## config.mk

```make
export PLATFORM = sky130hd
export DESIGN_NAME = liteic_master_node_read
export DESIGN_NICKNAME = d
export VERILOG_FILES = /design/src/rtl/liteic_master_node_read.sv
export SDC_FILE = /design/constraint.sdc
export NUM_CORES = 1
export LEC_CHECK = 0
export ABC_AREA = 1
export CAP_MARGIN = 0
export CORE_ASPECT_RATIO = 0.8
export CORE_MARGIN = 5
export CORE_UTILIZATION = 34
export DETAILED_ROUTE_END_ITERATION = 12
export PLACE_DENSITY = 0.84
export SETUP_SLACK_MARGIN = 0.5
export SYNTH_ARGS = -nofsm -noshare
export SYNTH_HDL_FRONTEND = slang
export SYNTH_SLANG_ARGS = --single-unit
```

## constraint.sdc

```tcl
create_clock -name clk_i -period 1.6 [get_ports clk_i]
set_clock_uncertainty 0.1 [all_clocks]
set_input_delay 0.32 -clock clk_i [delete_from_list [all_inputs] [get_ports clk_i]]
set_output_delay 0.32 -clock clk_i [all_outputs]
set_load 0.005 [all_outputs]
```

## src/rtl/liteic_master_node_read.sv

```systemverilog
// rtl/liteic_master_node_read.sv - per-master AR/R read node of the lite interconnect
// Decodes one AR to a slave slot, requests it over the crossbar and returns the R beat (local DECERR if unmapped).
module liteic_master_node_read #(
  parameter int                            IC_NUM_SLAVE_SLOTS = 4,
  parameter int                            IC_ARADDR_WIDTH    = 32,
  parameter int                            IC_RDATA_WIDTH     = 34,
  parameter int                            SLV_SEL_LSB        = 28,
  parameter int                            SLV_SEL_WIDTH      = 2,
  parameter logic [IC_NUM_SLAVE_SLOTS-1:0] RD_CONNECTIVITY    = '1
) (
  input  logic                          clk_i,
  input  logic                          rstn_i,
  input  logic                          mst_axil_ar_valid_i,
  output logic                          mst_axil_ar_ready_o,
  input  logic [IC_ARADDR_WIDTH-1:0]    mst_axil_ar_addr_i,
  input  logic [3:0]                    mst_axil_ar_qos_i,
  output logic                          mst_axil_r_valid_o,
  input  logic                          mst_axil_r_ready_i,
  output logic [IC_RDATA_WIDTH-3:0]     mst_axil_r_data_o,
  output logic [1:0]                    mst_axil_r_resp_o,
  output logic [IC_ARADDR_WIDTH-1:0]    cbar_reqst_data_o,
  output logic [3:0]                    cbar_reqst_arqos_o,
  output logic [IC_NUM_SLAVE_SLOTS-1:0] cbar_reqst_val_o,
  input  logic [IC_NUM_SLAVE_SLOTS-1:0] cbar_reqst_rdy_i,
  input  logic [IC_NUM_SLAVE_SLOTS-1:0] cbar_resp_val_i,
  output logic [IC_NUM_SLAVE_SLOTS-1:0] cbar_resp_rdy_o,
  input  logic [IC_RDATA_WIDTH-1:0]     cbar_resp_data_i [IC_NUM_SLAVE_SLOTS],
  output logic                          busy_o
);

  typedef enum logic [2:0] {
    ST_IDLE  = 3'd0,
    ST_REQ   = 3'd1,
    ST_RWAIT = 3'd2,
    ST_ROUT  = 3'd3,
    ST_ERR   = 3'd4
  } state_e;

  state_e                       state_q, state_d;
  logic [IC_ARADDR_WIDTH-1:0]   addr_q, addr_d;
  logic [3:0]                   qos_q, qos_d;
  logic [SLV_SEL_WIDTH-1:0]     sel_q, sel_d;
  logic [IC_RDATA_WIDTH-1:0]    rbuf_q, rbuf_d;

  logic [SLV_SEL_WIDTH-1:0]     ar_sel;
  logic                         ar_map_ok;
  logic [IC_NUM_SLAVE_SLOTS-1:0] sel_oh;
  logic [IC_RDATA_WIDTH-1:0]    resp_sel_data;

  assign ar_sel = mst_axil_ar_addr_i[SLV_SEL_LSB +: SLV_SEL_WIDTH];

  // Slot decode is loop-based so out-of-range select values simply fail to match any slot.
  always_comb begin
    ar_map_ok     = 1'b0;
    sel_oh        = '0;
    resp_sel_data = '0;
    for (int s = 0; s < IC_NUM_SLAVE_SLOTS; s++) begin
      if (int'(ar_sel) == s && RD_CONNECTIVITY[s]) ar_map_ok = 1'b1;
      if (int'(sel_q) == s) begin
        sel_oh[s]     = 1'b1;
        resp_sel_data = cbar_resp_data_i[s];
      end
    end
  end

  always_ff @(posedge clk_i or negedge rstn_i) begin
    if (!rstn_i) begin
      state_q <= ST_IDLE;
      addr_q  <= '0;
      qos_q   <= '0;
      sel_q   <= '0;
      rbuf_q  <= '0;
    end else begin
      state_q <= state_d;
      addr_q  <= addr_d;
      qos_q   <= qos_d;
      sel_q   <= sel_d;
      rbuf_q  <= rbuf_d;
    end
  end

  always_comb begin
    state_d = state_q;
    addr_d  = addr_q;
    qos_d   = qos_q;
    sel_d   = sel_q;
    rbuf_d  = rbuf_q;
    case (state_q)
      ST_IDLE: begin
        if (mst_axil_ar_valid_i) begin
          addr_d  = mst_axil_ar_addr_i;
          qos_d   = mst_axil_ar_qos_i;
          sel_d   = ar_sel;
          state_d = ar_map_ok ? ST_REQ : ST_ERR;
        end
      end
      ST_REQ: begin
        if (|(cbar_reqst_rdy_i & sel_oh)) state_d = ST_RWAIT;
      end
      ST_RWAIT: begin
        if (|(cbar_resp_val_i & sel_oh)) begin
          rbuf_d  = resp_sel_data;
          state_d = ST_ROUT;
        end
      end
      ST_ROUT, ST_ERR: begin
        if (mst_axil_r_ready_i) state_d = ST_IDLE;
      end
      default: state_d = ST_IDLE;
    endcase
  end

  // All master-facing R outputs decode only registered state, never the crossbar inputs.
  always_comb begin
    mst_axil_ar_ready_o = (state_q == ST_IDLE) && rstn_i;
    cbar_reqst_data_o   = addr_q;
    cbar_reqst_arqos_o  = qos_q;
    cbar_reqst_val_o    = (state_q == ST_REQ) ? sel_oh : '0;
    cbar_resp_rdy_o     = (state_q == ST_RWAIT) ? sel_oh : '0;
    mst_axil_r_valid_o  = (state_q == ST_ROUT) || (state_q == ST_ERR);
    mst_axil_r_data_o   = '0;
    mst_axil_r_resp_o   = 2'b00;
    if (state_q == ST_ROUT) begin
      mst_axil_r_data_o = rbuf_q[IC_RDATA_WIDTH-1:2];
      mst_axil_r_resp_o = rbuf_q[1:0];
    end else if (state_q == ST_ERR) begin
      mst_axil_r_resp_o = 2'b11;
    end
    busy_o = (state_q != ST_IDLE);
  end

endmodule
```

==> Word-level counts from Yosys, hierarchy flattened <==
Cells that the tools add are included.
{ "classes": {"n_eq_ne": 14, "bitwise_logic": 2, "mux": 23, "reduce_logical": 12} }
{ "op_table": {"columns": ["operator", "n"], "rows": [
  ["$mux W34", 4],
  ["$mux W32", 1],
  ["$mux W3", 5],
  ["$pmux W3 S4", 1],
  ["$and A4 B4 Y4", 2],
  ["$eq A2 B2 Y1 const B", 4],
  ["$mux W1", 8],
  ["$mux W4", 2],
  ["$ne A2 B2 Y1 const B", 4],
  ["$reduce_or A4 Y1", 2],
  ["$eq A3 B2 Y1 const B", 2],
  ["$eq A2 B1 Y1 const B", 2],
  ["$logic_not A2 Y1", 2],
  ["$mux W2", 2],
  ["$reduce_and A2 Y1", 2],
  ["$reduce_and A4 Y1", 1],
  ["$eq A3 B1 Y1 const B", 1],
  ["$eq A3 B3 Y1 const B", 1],
  ["$logic_not A3 Y1", 1],
  ["$reduce_bool A3 Y1", 1],
  ["$reduce_or A2 Y1", 1],
  ["$logic_and A1 B1 Y1", 1],
  ["$logic_or A1 B1 Y1", 1]
]} }
{ "totals": {"wordCells": 56, "in_bits": 184, "register_bits": 75} }

==> Logic depth before layout (Yosys ltp) <==
Gate-level depths: netlist (run 1).
{ "depth": {"word_depth": 8, "mapped_depth": 10} }

==> Worst setup path after synthesis (run 1) <==
OpenSTA, ideal clock, no wires.
{ "synth_timing": {"path_kind": "register -> register", "from": "reg cbar_reqst_data_o[28] (netlist name)", "to": "reg rbuf_q[11]", "path_slack_ps": 40, "arrival_time_ps": 1334, "path_stages_with_launch": 9, "setup_time_ps": 126, "path_buffers": 2, "t_required_ps": 1374, "cell_sequence": "dfrtp_1 > buf_6 > nand2_4 > inv_2 > nand2_2 > nand2_2 > o21ai_4 > buf_2 > o21ai_2"} }
{ "synth_rtl": {"columns": ["item", "line_no", "rtl"], "rows": [
  ["end signal, assigned", "78", "rbuf_q <= rbuf_d;"],
  ["end, declared", "43", "logic [IC_RDATA_WIDTH-1:0] rbuf_q, rbuf_d;"]
]} }

==> Worst setup path after layout (run 1) <==
{ "layout_timing": {"from": "reg state_q[2]", "to": "out mst_axil_r_data_o[0]"} }
{ "layout_via": {"elab_chain_cells": 2} }
{ "layout_rtl": {"columns": ["item", "line_no", "rtl"], "rows": [
  ["start, declared", "39", "state_e state_q, state_d;"],
  ["start signal, assigned", "74", "state_q <= state_d;"],
  ["$eq A3 B2 Y1", "123", "if (state_q == ST_ROUT) begin"],
  ["$mux W32", "123", null],
  ["end, declared", "19", "output logic [IC_RDATA_WIDTH-3:0] mst_axil_r_data_o,"]
]} }
Every way passes these cells.

==> run metrics, run 1 <==
critical path cell sequence inv_2 > nand3_4 > buf_12 > buf_6 > buf_12 > buf_16 > nor2_4 > buf_6; part of the power in registers 21.8%; port buffer count around 260; Die Y 110 um; placed cell areas about 7400 um^2; Pwr Total approximately 15 mW; Unique masters post-synth 27; Hold WC Path Type reg -> reg; clock root cell clkbuf_16; Leak 3.87 nW; non-filler instance count after layout about 1,000; crit path max-delay cell type dfrtp_2; share of layout cells above drive strength 1 about two fifths; Top delay family on crit path buffers and inverters; DRC viols 0; crit path time final roughly 2.0 ns; placed insts 932; Avg WL per Cell 17.0 um; Comb pwr share 61.7%; pre-CTS setup slack -0.278 ns; antenna-violating nets left 0; Synth Flop Type dfrtp_1; crit-path max FO 8; Final WS setup -0.431 ns; endpoints failing setup between 100 and 150; net load switching power 5.78 mW; total number of vias ~4,700; startpoint types register; grt total ovfl 0; Mapped Cells 512; worst slew pin tran ~0.38 ns; # diodes 0; Data arrival, critical path 1.61 ns; Final Hold Viols 0; layout overhead on the synthesized area 101%; Crit Path Class reg -> out; DRT iter0 DRCs 155; Slew headroom 75.0%; crit path capture type primary output; Syn Nets 696; Seq/Total Area, Yosys 43.3%; Vias/cell roughly 4.7; CTS Sinks 73; clock slew at reported path FFs approximately 0.06 ns; 1st-pass router iterations 4; VDD IR max ~1100 uV; first-pass GRT wire length 26,000 um; Routed WL 17,100 um; initial antenna violation count 0; Syn. warnings 0; max incr delay on CP 0.41 ns; vias in the first global route between 5,000 and 6,000; async set or reset register ratio after synthesis 100%; Overall Global Routing Usage 22.6%; status finished, violations left; cell row count 36; Int Power 9.32 mW; CTS tree done; synthesized cell area 4220 um^2; fmax 492 MHz; share of total power in the clock network 16.5%; routability congestion estimate 0.861; violated checks negative setup slack; H-tree depth 3; Placeable Area 12,200 um^2; initial core utilization 34.7%; fin nets 1,031; fin crit share 127%; post-DP HPWL 11,900 um; I/O pins 265; die width 135 um; Final Slew Violations 0; Syn Area/Cell 8.24 um^2; Die Area 14,700 um^2; max cap viols 0; Critical Path RT 1.18 ns; CTS Buf Count 9; Sw Ratio 38.2%; synthesized flop and latch total 73; RSZ-0062 raised after global routing true; clk buf depth 2; WP buf/inv 6; largest net degree at the start of global routing 74; PD cells around 1800 nW/um^2; number of enable flip-flop cells after synthesis 0; latest clock arrival within the worst-skew pair 0.33 ns; final instance area 8470 um^2
==> synth_stat cells, types with 5 or more instances <==
cell | instances | area (um^2)
o21ai_0 | 12 | 60.1
mux2_4 | 5 | 75.1
clkbuf_1 | 6 | 22.5
dfrtp_1 | 73 | 1830
buf_2 | 13 | 65.1
a21oi_1 | 37 | 185
nand2_1 | 131 | 492
o21ai_1 | 6 | 30.0
o21ai_2 | 20 | 175
inv_1 | 42 | 158
mux2_2 | 29 | 327
nand3_1 | 42 | 210
buf_6 | 7 | 78.8
nand2_2 | 22 | 138
nor2_1 | 50 | 188
==> through the flow <==
stage,utilization (%),hold slack (ns),TNS [ns]
after global routing,69.6,0.405,-34.36
after CTS,68.6,0.385,-25.14
final,69.6,0.383,-27.65
after floorplan,-,-0.0756,0
after global placement,61.2,0.302,-16.63
after detailed placement,61.2,0.301,-19.44
==> worst paths after layout <==
check,startpoint,to,slack (ns),cells past startpoint
min in group asynchronous,rstn_i,cbar_reqst_arqos_o[2]$_DFFE_PN0P_,0.61,3
hold reg to reg,rbuf_q[6]$_DFFE_PN0P_,rbuf_q[6]$_DFFE_PN0P_,0.38,2
setup / recovery,state_q[2]$_DFFE_PN0P_,mst_axil_r_data_o[0],-0.43,8
hold / removal,rbuf_q[6]$_DFFE_PN0P_,rbuf_q[6]$_DFFE_PN0P_,0.38,2
setup reg to reg,state_q[2]$_DFFE_PN0P_,rbuf_q[27]$_DFFE_PN0P_,-0.32,12
max in group asynchronous,rstn_i,state_q[0]$_DFFE_PN0P_,0.56,3
==> registers in the layout, indices dropped and copies added (netlist names) <==
name,count
cbar_reqst_arqos_o,4
cbar_reqst_data_o,32
rbuf_q,34
state_q,3
==> placed cells by master (no fill, tap or decap), drive strengths merged <==
master / count
dlygate4sd2: 1
mux2: 34
a21oi: 37
clkdlybuf4s50: 182
bufbuf: 1
buf: 148
nand3: 43
dlygate4sd3: 1
clkbuf: 24
inv: 48
nand2: 154
nand3b: 1
dfrtp: 73
o21ai: 39
clkdlybuf4s15: 7
bufinv: 4
nor2: 54
nand4: 1
==> cell type report <==
cell class	instances	area, um^2
clock buffers	10	229
multi-input cells	363	2400
clock inverters	6	138
fillers	915	3690
inverters	46	183
well taps	152	190
flip-flops and latches	73	1830
repair buffers	354	3500
==> power by group through the flow <==
stage / combinational (mW) / sequential [mW] / clock (mW)
4_1_cts: 9.09 / 3.29 / 2.53
5_1_grt: 10.1 / 3.41 / 2.62
3_3_place_gp: 7.47 / 3.31 / 0
3_5_place_dp: 7.55 / 3.35 / 0
2_1_floorplan: 4.54 / 3.23 / 0
6_report: 9.32 / 3.29 / 2.49
==> metal layers <==
layer	up-vias	wire length [um]	GRT usage (%)
li1	2321	-	-
met1	2214	6900	26.3
met2	156	8750	41.5
met3	20	1230	6.82
met4	0	206	4.94
met5	-	0	0
==> worst reg2reg max path, stage by stage, from the launching register on <==
cell and delay (ns):
dfrtp_2 0.41, buf_4 0.16, nor2_4 0.11, buf_6 0.12, nand2_8 0.07, buf_4 0.15
inv_2 0.07, o21ai_4 0.07, buf_6 0.15, buf_12 0.13, buf_12 0.12, nand2_1 0.07
o21ai_0 0.09
==> logic make-up (layout without fill, tap and decap cells) <==
group / after synthesis / in the layout / share of synthesized area [%]
AOI/OAI and AO/OA: 76 / 76 / 11.1
buffers and inverters: 76 / 416 / 9.41
DFF: 73 / 73 / 43.3
muxes: 34 / 34 / 9.53
and+or+nand+nor: 253 / 253 / 26.7
==> timing repair <==
action | CTS | global route
pin swaps | 9 | 8
setup endpoints to repair | 154 | 222
hold buffers | 1 | 0
gates cloned | 12 | 1
setup buffers | 26 | 16
resized for setup | 270 | 92
hold endpoints to repair | 73 | 0
Power figures use the tool's default switching activity.
==> inputs of run 2 (changes only) <==
- CORE_UTILIZATION: 34 -> 40
- PLACE_DENSITY: 0.84 -> 0.93
- clock period: 1.6 -> 2.6 ns (I/O delays scaled with it)
==> run 2 against run 1 <==
  * Final area decreased by 5.6%
  * Cell count is 4.7% lower
  * Sequential share of layout area rose by 1.3 points
  * Core utilization rose by 8.1 points
  * Non-clock buffer count fell by 35
  * The flow now finishes without violations
==> run metrics, run 2 (same netlist as run 1, synthesis figures left out) <==
cell row count 33 (-8.3%); share of layout cells above drive strength 1 31.1% (-9.4 points); top routing layer in use met4; Critical Path RT 1.98 ns (+0.80 ns); clock slew at reported path FFs 0.06 ns (about the same); Overall Global Routing Usage 26.7% (+4.0 points); cell mode on critical path buf_6; die width 125 um (-7.2%); net load switching power 3.49 mW (-40%); part of the power in registers 23.9% (+2.1 points); initial antenna violation count 0 (unchanged); clock root cell clkbuf_16; Int Power 5.20 mW (-44%); CTS Buf Count 9 (unchanged); fin nets 996 (-3.4%); Vias/cell 4.99 (+6.4%); CTS Sinks 73 (unchanged); most common cell after layout, fill and taps aside clkdlybuf4s50_1; crit path capture type primary output; crit-path max FO 4 (-4); Data arrival, critical path 1.67 ns (+0.06 ns); setup TNS 0 ns (+27.65 ns); grt total ovfl 0 (unchanged); largest net degree at the start of global routing 74 (unchanged); fmax 436 MHz; Avg WL per Cell 18.5 um (+8.8%); DRC viols 0 (unchanged); # diodes 0 (unchanged); Hold WC Path Type in -> async; max incr delay on CP 0.44 ns (+0.03 ns); startpoint types register; met2 WL 9390 um (+7.3%); Die Area 12,700 um^2 (-14%); total number of vias 4,779 (+1.4%); CTS tree done; I/O pins 265 (unchanged); Largest register FFs 34 (unchanged); initial core utilization 41.0% (+6.3 points); worst slew pin tran 0.935 ns (+0.560 ns); post-DP HPWL 12,000 um (+1.2%); Slew headroom 37.6% (-37 points); Sw Ratio 40.2% (+1.9 points); Die Y 102 um (-7.1%); critical path cell sequence inv_2 > nand3_4 > buf_6 > buf_12 > buf_6 > buf_6 > o21ai_1 > buf_2; DRT iter0 DRCs 302 (+95%); status complete, no violations; Met1 Wirelength 6470 um (-6.2%); clk buf depth 2 (unchanged); VDD IR max 725 uV (-36%); share of total power in the clock network 14.6% (-1.9 points); crit path time final around 2.3 ns; Placeable Area 10,300 um^2 (-15%); placed insts 895 (-4.0%); vias in the first global route 5,097 (+1.4%); Final Slew Violations 0 (unchanged); max cap viols 0 (unchanged); Final Hold Viols 0 (unchanged); Most flops, register rbuf_q; routability congestion estimate 0.965 (+12%); Crit Path Class reg -> out; latest clock arrival within the worst-skew pair 0.33 ns (about the same); H-tree depth 3 (unchanged); Comb pwr share 61.5% (-0.2 points); endpoints failing setup 0 (-100%); fin crit share 88.2%; non-filler instance count after layout 957 (-4.7%); RSZ-0062 raised after global routing true; PD cells 1090 nW/um^2 (-39%); port buffer count 264 (unchanged); Routed WL 17,700 um (+3.7%); layout overhead on the synthesized area 89.6%; antenna-violating nets left 0 (unchanged); 1st-pass router iterations 4 (unchanged); crit path max-delay cell type dfrtp_2; Leak 3.58 nW (-7.5%); met3 wire length 1340 um (+8.8%); most frequent cells in the layout clkdlybuf4s50_1, nand2_1, dfrtp_1, nand3_1, inv_1; first-pass GRT wire length 26,700 um (+2.9%); fillers 674 (-26%)
-- run 2: final cells by class --
type	count	area, um^2	share of cell area [%]
multi-input combinational	363	2290	28.6
inverter	46	178	2.22
sequential	73	1830	22.9
tap	140	175	2.19
clock buffer	9	225	2.82
timing repair buffer	319	3220	40.2
clock inverter	7	77.6	0.970
-- run 2: worst paths after layout --
path	endpoint	cells after the start	start	slack, ns
setup / recovery	mst_axil_r_resp_o[1]	8	state_q[2]$_DFFE_PN0P_	0.31
hold / removal	cbar_reqst_data_o[22]$_DFFE_PN0P_	2	rstn_i	0.34
setup reg to reg	rbuf_q[33]$_DFFE_PN0P_	11	state_q[2]$_DFFE_PN0P_	0.59
hold reg to reg	rbuf_q[32]$_DFFE_PN0P_	2	rbuf_q[32]$_DFFE_PN0P_	0.39
max in group asynchronous	cbar_reqst_data_o[29]$_DFFE_PN0P_	2	rstn_i	1.40
min in group clk_i	rbuf_q[32]$_DFFE_PN0P_	2	rbuf_q[32]$_DFFE_PN0P_	0.39
-- run 2: timing repair --
action | in CTS | in global routing
hold buffers | 0 | 0
pin swaps | 9 | 13
resized for setup | 239 | 70
endpoints found under the setup margin | 81 | 83
setup buffers | 37 | 3
gates cloned | 5 | 1
-- run 2: power by group through the flow --
stage                     Sequential [mW]  Combinational, mW  Clock [mW]
after floorplan                      1.98               2.33           0
after global placement               2.05               3.83           0
after detailed placement             2.10               3.99           0
after CTS                            2.06               4.87        1.28
after global routing                 2.13               5.75        1.33
final                                2.08               5.34        1.27
-- run 2: layer usage --
metal  vias to the layer above  global-route usage, %
met2                       237                   50.0
li1                       2244                      -
met1                      2253                   29.9
met3                        45                   6.69
met5                         -                      0
met4                         0                   9.35
-- run 2: stage by stage --
| stage | worst slack (ns) | cell area (um^2) | utilization [%] | hold slack [ns] | power [mW] |
|---|---|---|---|---|---|
| 2_1_floorplan | 0.888 | 4220 | - | 0.124 | 4.32 |
| 5_1_grt | 0.247 | 7990 | 77.8 | 0.410 | 9.21 |
| 3_5_place_dp | 0.365 | 6910 | 67.2 | 0.374 | 6.09 |
| 3_3_place_gp | 0.387 | 6910 | 67.2 | 0.365 | 5.88 |
| 6_report | 0.306 | 7990 | 77.8 | 0.339 | 8.68 |
| 4_1_cts | 0.317 | 7680 | 74.7 | 0.380 | 8.21 |
-- run 2: critical path, delay by kind of cell (launching register included) --
family                 cells  cell delay, ns
flip-flops                 1            0.44
buffers and inverters      6            0.69
AND/OR/NAND/NOR            1            0.09
AO/OA/AOI/OAI              1            0.11
